File: config.mk
export PLATFORM = sky130hd
export DESIGN_NAME = hazard_ctrl
export DESIGN_NICKNAME = d
export VERILOG_FILES = /design/src/rtl/hazard_ctrl.sv
export SDC_FILE = /design/constraint.sdc
export NUM_CORES = 1
export LEC_CHECK = 0
export CAP_MARGIN = 0
export CELL_PAD_IN_SITES_DETAIL_PLACEMENT = 1
export CELL_PAD_IN_SITES_GLOBAL_PLACEMENT = 2
export CORE_ASPECT_RATIO = 1.5
export CORE_MARGIN = 1
export CORE_UTILIZATION = 34
export DETAILED_ROUTE_END_ITERATION = 16
export PLACE_DENSITY = 0.84
export REMOVE_ABC_BUFFERS = 1
export SLEW_MARGIN = 20
export SYNTH_ARGS = -nofsm -noshare
export SYNTH_HDL_FRONTEND = slang
export SYNTH_SLANG_ARGS = --single-unit
File: constraint.sdc
create_clock -name clk -period 7.8 [get_ports clk]
set_input_delay 2.34 -clock clk [delete_from_list [all_inputs] [get_ports clk]]
set_output_delay 2.34 -clock clk [all_outputs]
set_load 0.01 [all_outputs]
File: src/rtl/hazard_ctrl.sv
// Pipeline sequencing controller: tracks EX/MEM/WB destination registers and
// drives stall, bubble, flush and freeze enables plus forwarding selects.
module hazard_ctrl #(
  parameter int CNT_W = 16
) (
  input  logic             clk,
  input  logic             rst_n,
  input  logic             id_valid,
  input  logic [4:0]       id_rn,
  input  logic [4:0]       id_rm,
  input  logic             id_uses_rn,
  input  logic             id_uses_rm,
  input  logic [4:0]       id_rd,
  input  logic             id_regwrite,
  input  logic             id_memread,
  input  logic             ex_branch_taken,
  input  logic             mem_stall_req,
  output logic             pc_we,
  output logic             if_id_we,
  output logic             pipe_we,
  output logic             if_id_flush,
  output logic             id_ex_bubble,
  output logic [1:0]       fwd_a,
  output logic [1:0]       fwd_b,
  output logic             rf_byp_a,
  output logic             rf_byp_b,
  output logic [CNT_W-1:0] stall_cnt,
  output logic [CNT_W-1:0] flush_cnt
);

  typedef enum logic [1:0] {
    MODE_RUN,
    MODE_STALL,
    MODE_FLUSH,
    MODE_FREEZE
  } mode_e;

  typedef struct packed {
    logic       v;
    logic [4:0] rd;
    logic       rw;
  } sb_t;

  localparam logic [CNT_W-1:0] CNT_MAX = '1;
  localparam logic [CNT_W-1:0] CNT_ONE = CNT_W'(1);

  // The load flag only matters while the producer sits in EX, so it is kept there alone.
  sb_t              ex_q, mem_q, wb_q, ex_d, mem_d, wb_d;
  logic             ex_mr_q, ex_mr_d;
  logic [1:0]       fwd_a_q, fwd_b_q, fwd_a_d, fwd_b_d;
  logic [CNT_W-1:0] stall_q, flush_q, stall_d, flush_d;
  logic             lu;
  mode_e            mode;

  function automatic logic sb_match(input sb_t e, input logic [4:0] r);
    return e.v & e.rw & (e.rd == r) & (e.rd != 5'd31);
  endfunction

  function automatic logic [1:0] fwd_next(input logic uses, input logic [4:0] r,
                                          input sb_t ex_e, input sb_t mem_e);
    if (uses & sb_match(ex_e, r))       return 2'b10;
    else if (uses & sb_match(mem_e, r)) return 2'b01;
    else                                return 2'b00;
  endfunction

  assign lu = id_valid & ex_q.v & ex_mr_q & (ex_q.rd != 5'd31) &
              ((id_uses_rn & (id_rn == ex_q.rd)) | (id_uses_rm & (id_rm == ex_q.rd)));

  assign rf_byp_a = id_uses_rn & sb_match(wb_q, id_rn);
  assign rf_byp_b = id_uses_rm & sb_match(wb_q, id_rm);

  always_comb begin
    mode = MODE_RUN;
    if (mem_stall_req)        mode = MODE_FREEZE;
    else if (ex_branch_taken) mode = MODE_FLUSH;
    else if (lu)              mode = MODE_STALL;
  end

  always_comb begin
    pc_we        = 1'b1;
    if_id_we     = 1'b1;
    pipe_we      = 1'b1;
    if_id_flush  = 1'b0;
    id_ex_bubble = 1'b0;
    ex_d         = ex_q;
    ex_mr_d      = ex_mr_q;
    mem_d        = mem_q;
    wb_d         = wb_q;
    fwd_a_d      = fwd_a_q;
    fwd_b_d      = fwd_b_q;
    stall_d      = stall_q;
    flush_d      = flush_q;

    case (mode)
      MODE_FREEZE: begin
        pc_we    = 1'b0;
        if_id_we = 1'b0;
        pipe_we  = 1'b0;
      end
      MODE_FLUSH: begin
        if_id_flush  = 1'b1;
        id_ex_bubble = 1'b1;
        wb_d         = mem_q;
        mem_d        = ex_q;
        ex_d         = '0;
        ex_mr_d      = 1'b0;
        fwd_a_d      = 2'b00;
        fwd_b_d      = 2'b00;
        flush_d      = (flush_q == CNT_MAX) ? flush_q : flush_q + CNT_ONE;
      end
      MODE_STALL: begin
        pc_we        = 1'b0;
        if_id_we     = 1'b0;
        id_ex_bubble = 1'b1;
        wb_d         = mem_q;
        mem_d        = ex_q;
        ex_d         = '0;
        ex_mr_d      = 1'b0;
        fwd_a_d      = 2'b00;
        fwd_b_d      = 2'b00;
        stall_d      = (stall_q == CNT_MAX) ? stall_q : stall_q + CNT_ONE;
      end
      default: begin
        wb_d    = mem_q;
        mem_d   = ex_q;
        ex_d    = '{v: id_valid, rd: id_rd, rw: id_regwrite};
        ex_mr_d = id_memread;
        fwd_a_d = fwd_next(id_uses_rn, id_rn, ex_q, mem_q);
        fwd_b_d = fwd_next(id_uses_rm, id_rm, ex_q, mem_q);
      end
    endcase

    // Hold the whole pipe still and squash ID/EX while reset is asserted.
    if (!rst_n) begin
      pc_we        = 1'b0;
      if_id_we     = 1'b0;
      pipe_we      = 1'b0;
      if_id_flush  = 1'b1;
      id_ex_bubble = 1'b1;
    end
  end

  always_ff @(posedge clk or negedge rst_n) begin
    if (!rst_n) begin
      ex_q    <= '0;
      ex_mr_q <= 1'b0;
      mem_q   <= '0;
      wb_q    <= '0;
      fwd_a_q <= 2'b00;
      fwd_b_q <= 2'b00;
      stall_q <= '0;
      flush_q <= '0;
    end else begin
      ex_q    <= ex_d;
      ex_mr_q <= ex_mr_d;
      mem_q   <= mem_d;
      wb_q    <= wb_d;
      fwd_a_q <= fwd_a_d;
      fwd_b_q <= fwd_b_d;
      stall_q <= stall_d;
      flush_q <= flush_d;
    end
  end

  assign fwd_a     = fwd_a_q;
  assign fwd_b     = fwd_b_q;
  assign stall_cnt = stall_q;
  assign flush_cnt = flush_q;

endmodule
# After elaboration in Yosys (flattened, before gate mapping)
# Cells that the tools add are included.
[classes]
add_sub_neg = 2
n_eq_ne = 16
n_mux = 19
n_bitwise = 30
n_reduce_logical = 4
[op_table]
columns = ["cell", "n"]
rows = [
  ["5-bit == test", 8],
  ["16-bit by 1-bit adder with 16-bit output, second input constant", 2],
  ["16-bit == test, second input constant", 2],
  ["1-bit bitwise AND", 27],
  ["5-bit != test, second input constant", 3],
  ["7-bit one-hot mux with 2 select lines", 1],
  ["1-bit two-way mux", 11],
  ["2-bit two-way mux", 4],
  ["2-bit one-hot mux with 2 select lines", 2],
  ["2-bit == test, second input constant", 2],
  ["2-bit AND reduction", 2],
  ["2-bit OR reduction", 2],
  ["2-bit by 1-bit == test with 1-bit output, second input constant", 1],
  ["1-bit inverter", 2],
  ["1-bit one-hot mux with 2 select lines", 1],
  ["1-bit OR", 1],
]
[word_totals]
register_bits = 58
out_inout_bits = 43

# Longest topological paths before layout
# Gate-level depths: netlist of run 1.
[depth]
word_depth = 11
mapped_depth = 10

# Least setup slack after synthesis of run 1
# Ideal clock, no wire load.
[synth_timing]
kind = "input-to-output"
from = "input port id_rm[4]"
to = "output port pipe_we"
arrival_ns = 4.038
required_ns = 5.460
slack_ns = 1.422
stages = 8
n_path_buf = 1
cell_sequence = "xor2_1 nor4_2 nand3_1 a2111oi_2 or2_1 ha_1 clkbuf_1 nor2b_1"
[synth_via]
elab_chain_cells = 10
[synth_lines]
columns = ["item", "line_no", "source"]
rows = [
  ["from (decl)", "10", "input logic [4:0] id_rm,"],
  ["5-bit == test", "67", "((id_uses_rn & (id_rn == ex_q.rd)) | (id_uses_rm & (id_rm == ex_q.rd)));"],
  ["1-bit bitwise AND", "67", ""],
  ["1-bit OR", "67", ""],
  ["1-bit bitwise AND", "66", "assign lu = id_valid & ex_q.v & ex_mr_q & (ex_q.rd != 5'd31) &"],
  ["1-bit two-way mux", "76", "else if (lu) mode = MODE_STALL;"],
  ["2-bit two-way mux", "75", "else if (ex_branch_taken) mode = MODE_FLUSH;"],
  ["2-bit two-way mux", "74", "if (mem_stall_req) mode = MODE_FREEZE;"],
  ["2-bit == test", "94", "case (mode)"],
  ["1-bit two-way mux", "94", ""],
  ["1-bit two-way mux", "134", "if (!rst_n) begin"],
  ["to (decl)", "20", "output logic pipe_we,"],
]
# No other way between the ends.

# Final worst setup path of run 1
[layout_timing]
from = "input port id_rm[4]"
to = "output port id_ex_bubble"
[layout_via]
elab_chain_cells = 11
[layout_lines]
columns = ["item", "line_no", "source"]
rows = [
  ["5-bit == test *", "67", ""],
  ["1-bit bitwise AND *", "67", ""],
  ["1-bit OR *", "67", ""],
  ["1-bit bitwise AND *", "66", ""],
  ["1-bit two-way mux *", "76", ""],
  ["2-bit two-way mux *", "75", ""],
  ["2-bit two-way mux *", "74", ""],
  ["2-bit by 1-bit == test with 1-bit output or 2-bit == test (tied branches)", "94", ""],
  ["2-bit OR reduction (no source line) *", "n/a", ""],
  ["1-bit two-way mux *", "94", ""],
  ["1-bit two-way mux *", "134", ""],
  ["to (decl)", "22", "output logic id_ex_bubble,"],
]
# Every way passes the cells marked *; elsewhere a longest branch is shown, timed or not.

==> reports/results.ini, run 1 <==
[logic_synthesis]
synthFlopType = dfrtp_1
synth_edf_count = 0
ys_warn_count = 0
yosysSeqAreaShare_pct = 49.2
async_flop_share_pct = 100
ys_seq_elements = 58
postSynthCellCount = 266
synth.cell_area_um2 = 2950
synth.distinct_cells = 36
synth.avg_cell_area_um2 = 11.1

[die]
rows = 41
coreArea_um2 = 8410
die_w_um = 78.1
die_h_um = 116
die_area_um2 = 9070
start_util_pct = 35.1
io_pins = 67

[clocking]
cts_setup_buffers = 0
cts_hold_buf = 0
cts_buffers = 9
clk_pin_slew_ps = 50
clockRootBuffer = clkbuf_16
cts-resized-gates = 0
clock_path_buffers = 2
cts_max_level = 3
clock-sinks = 58
clock_latency_ps = 330
cts_tree = done

[layout]
nets = 369
syn_to_final_growth_pct = 37.4
n_antenna_cell = 0
drive_gt1_share_pct = 11.8

[worst_setup_path]
worstSetupStartpoint = id_rm[4]
r2r-end = ex_mr_q$_DFFE_PN0P_
cp-start-kind = input pin
crit_arrival_ps = 5090
endpoint_kind = output pin
critPathMaxFanout = 4
path_class = input pin to output pin
reg2reg_from = ex_q[5]$_DFFE_PN0P_
reg2reg_depth = 9
worst_ep_required_time_ps = 5460
r2r_slack_ps = 4920

[timing]
finClkSkew_ps = 8.51
fin_hold_ws_ps = 485
grt_setup_unrepaired = no
setup_tns_ps = 0
finalSetupViolCount = 0
hold_viol = 0
finalCritPeriodShare_pct = 95.2
slew_headroom_pct = 52.8
drv_slew = 0
period_needed_ps = 7430
max_freq_ghz = 0.135
tightest_slew_ps = 706

[drt]
drtPass1Iterations = 4
dr.first_iter.drc_count = 84
ant_nets = 0
drc = 0
viasPerCell = 5.02
vias = 2274
avgRoutedWirePerCell_um = 16.7
finalWirelength_um = 7560

[power]
p_sw_share_pct = 26.8
power_frac_comb_pct = 19.2
peakVddDrop_mv = 0.139
pwr-share-seq_pct = 40.1
p_leak_nw = 1.76
intPower_uw = 739
power.share.clock_pct = 40.6
p_switching_uw = 270
p_per_area_nw_per_um2 = 249

[min_path]
worstHoldStart = fwd_a[0]$_DFFE_PN0P_
min_to = fwd_a[0]$_DFFE_PN0P_
hold_class = flip-flop to flip-flop
hold_depth = 2

[global_routing]
antenna_found_initial = 0
grt_pass1_wl_um = 12600
grt_max_degree = 37
grtUsageTotal_pct = 18.6
grt_pass1_vias = 2485
gr-total-overflow = 0

[placement]
finalWeightedCongestion = 0.787
place_hpwl_um = 5450
io_buffers = 66

[run]
drv_cap = 0

[status]
status = complete, no violations

final cells by class:
cell class / instances / area [um^2]
multi-input cells: 201 / 1470
well taps: 107 / 134
clock inverters: 1 / 30.0
repair buffers: 68 / 671
fillers: 947 / 4360
clock buffers: 15 / 288
flip-flops and latches: 58 / 1450
inverters: 3 / 11.3
cells in the final DEF, fill, tap and decap left out, drive strengths merged, types with 5 or more instances in the layout:
master          n
nand3          24
xor2           37
mux2           16
nor2           13
and2            6
a22o            9
clkdlybuf4s50  65
a21oi           5
and4            6
nor4            8
clkbuf         15
nand2          18
xnor2          20
dfrtp          58
critical path, cell delays in order:
cell and delay, ps:
clkdlybuf4s50_1 480, xor2_1 200, nor4_2 350, nand3_1 170, a2111oi_2 410, or2_1 180, ha_1 270, nand2b_1 160
clkdlybuf4s50_1 520
power by group through the flow:
stage | registers (mW) | clock network [mW] | logic, mW
after floorplan | 0.406 | 0 | 0.0828
after global placement | 0.409 | 0 | 0.190
after detailed placement | 0.410 | 0 | 0.196
after CTS | 0.407 | 0.422 | 0.197
after global routing | 0.414 | 0.438 | 0.214
final | 0.405 | 0.410 | 0.194
how the worst max path moves through the flow:
stage | end | depth (start not counted)
floorplan | pipe_we | 7
global placement | id_ex_bubble | 9
detailed placement | id_ex_bubble | 9
CTS | id_ex_bubble | 9
global route | id_ex_bubble | 9
finish | id_ex_bubble | 9
kinds of logic (layout without fill, tap and decap cells):
kind of cell / Yosys count / count (layout) / share of synthesized area [%]
AOI/OAI and AO/OA: 24 / 24 / 5.89
xor gates and xnor gates: 57 / 57 / 16.9
adders and majority gates: 4 / 4 / 1.69
buffers and inverters: 7 / 87 / 1.02
DFF: 58 / 58 / 49.2
muxes: 17 / 17 / 6.44
and+or+nand+nor: 99 / 99 / 18.9
registers in the layout (all words and copies together), names as in the netlist:
| signal | flops |
|---|---|
| ex_mr_q | 1 |
| ex_q | 7 |
| flush_cnt | 16 |
| fwd_a | 2 |
| fwd_b | 2 |
| mem_q | 7 |
| stall_cnt | 16 |
| wb_q | 7 |
Yosys cell counts, types with 3 or more instances:
master	n	share of area (%)
dfrtp_1	58	49
xor2_1	37	11
nand3_1	24	4.1
xnor2_1	20	5.9
nand2_1	18	2.3
mux2_2	16	6.1
nor2_1	13	1.7
a22o_1	9	2.7
and2_1	6	1.3
and4_1	6	1.8
nor4_1	6	1.3
a21oi_1	5	0.85
and3_1	4	0.85
ha_1	4	1.7
nand2b_1	4	0.85
clkbuf_1	3	0.38
inv_1	3	0.38
nand4_1	3	0.64
nor3_1	3	0.51
o21ai_0	3	0.51
layer usage:
layer	track usage, %	up-vias	wire (um)
li1	-	1089	-
met1	21.0	1129	3110
met2	32.5	49	3980
met3	5.23	7	357
met4	8.52	0	108
met5	0	-	0
per-stage QoR:
| stage | instance area [um^2] | std cells | power (mW) | setup slack [ps] | util [%] |
|---|---|---|---|---|---|
| 2_1_floorplan | 2930 | 262 | 0.489 | 1170 | - |
| 3_3_place_gp | 3740 | 437 | 0.600 | 394 | 44.4 |
| 3_5_place_dp | 3740 | 437 | 0.606 | 340 | 44.4 |
| 4_1_cts | 4060 | 453 | 1.03 | 335 | 48.2 |
| 5_1_grt | 4060 | 453 | 1.07 | 234 | 48.2 |
| 6_report | 4060 | 453 | 1.01 | 375 | 48.2 |
Power figures use the tool's default switching activity.
==> run 2, diff against run 1 <==
--- a/config.mk
+++ b/config.mk
@@ -14,6 +14,7 @@
 export DETAILED_ROUTE_END_ITERATION = 16
 export PLACE_DENSITY = 0.84
 export REMOVE_ABC_BUFFERS = 1
+export SKIP_CTS_REPAIR_TIMING = 1
 export SLEW_MARGIN = 20
 export SYNTH_ARGS = -nofsm -noshare
 export SYNTH_HDL_FRONTEND = slang
==> results of run 2 <==
The final DEF is identical to that of run 1; final timing and power are the same.
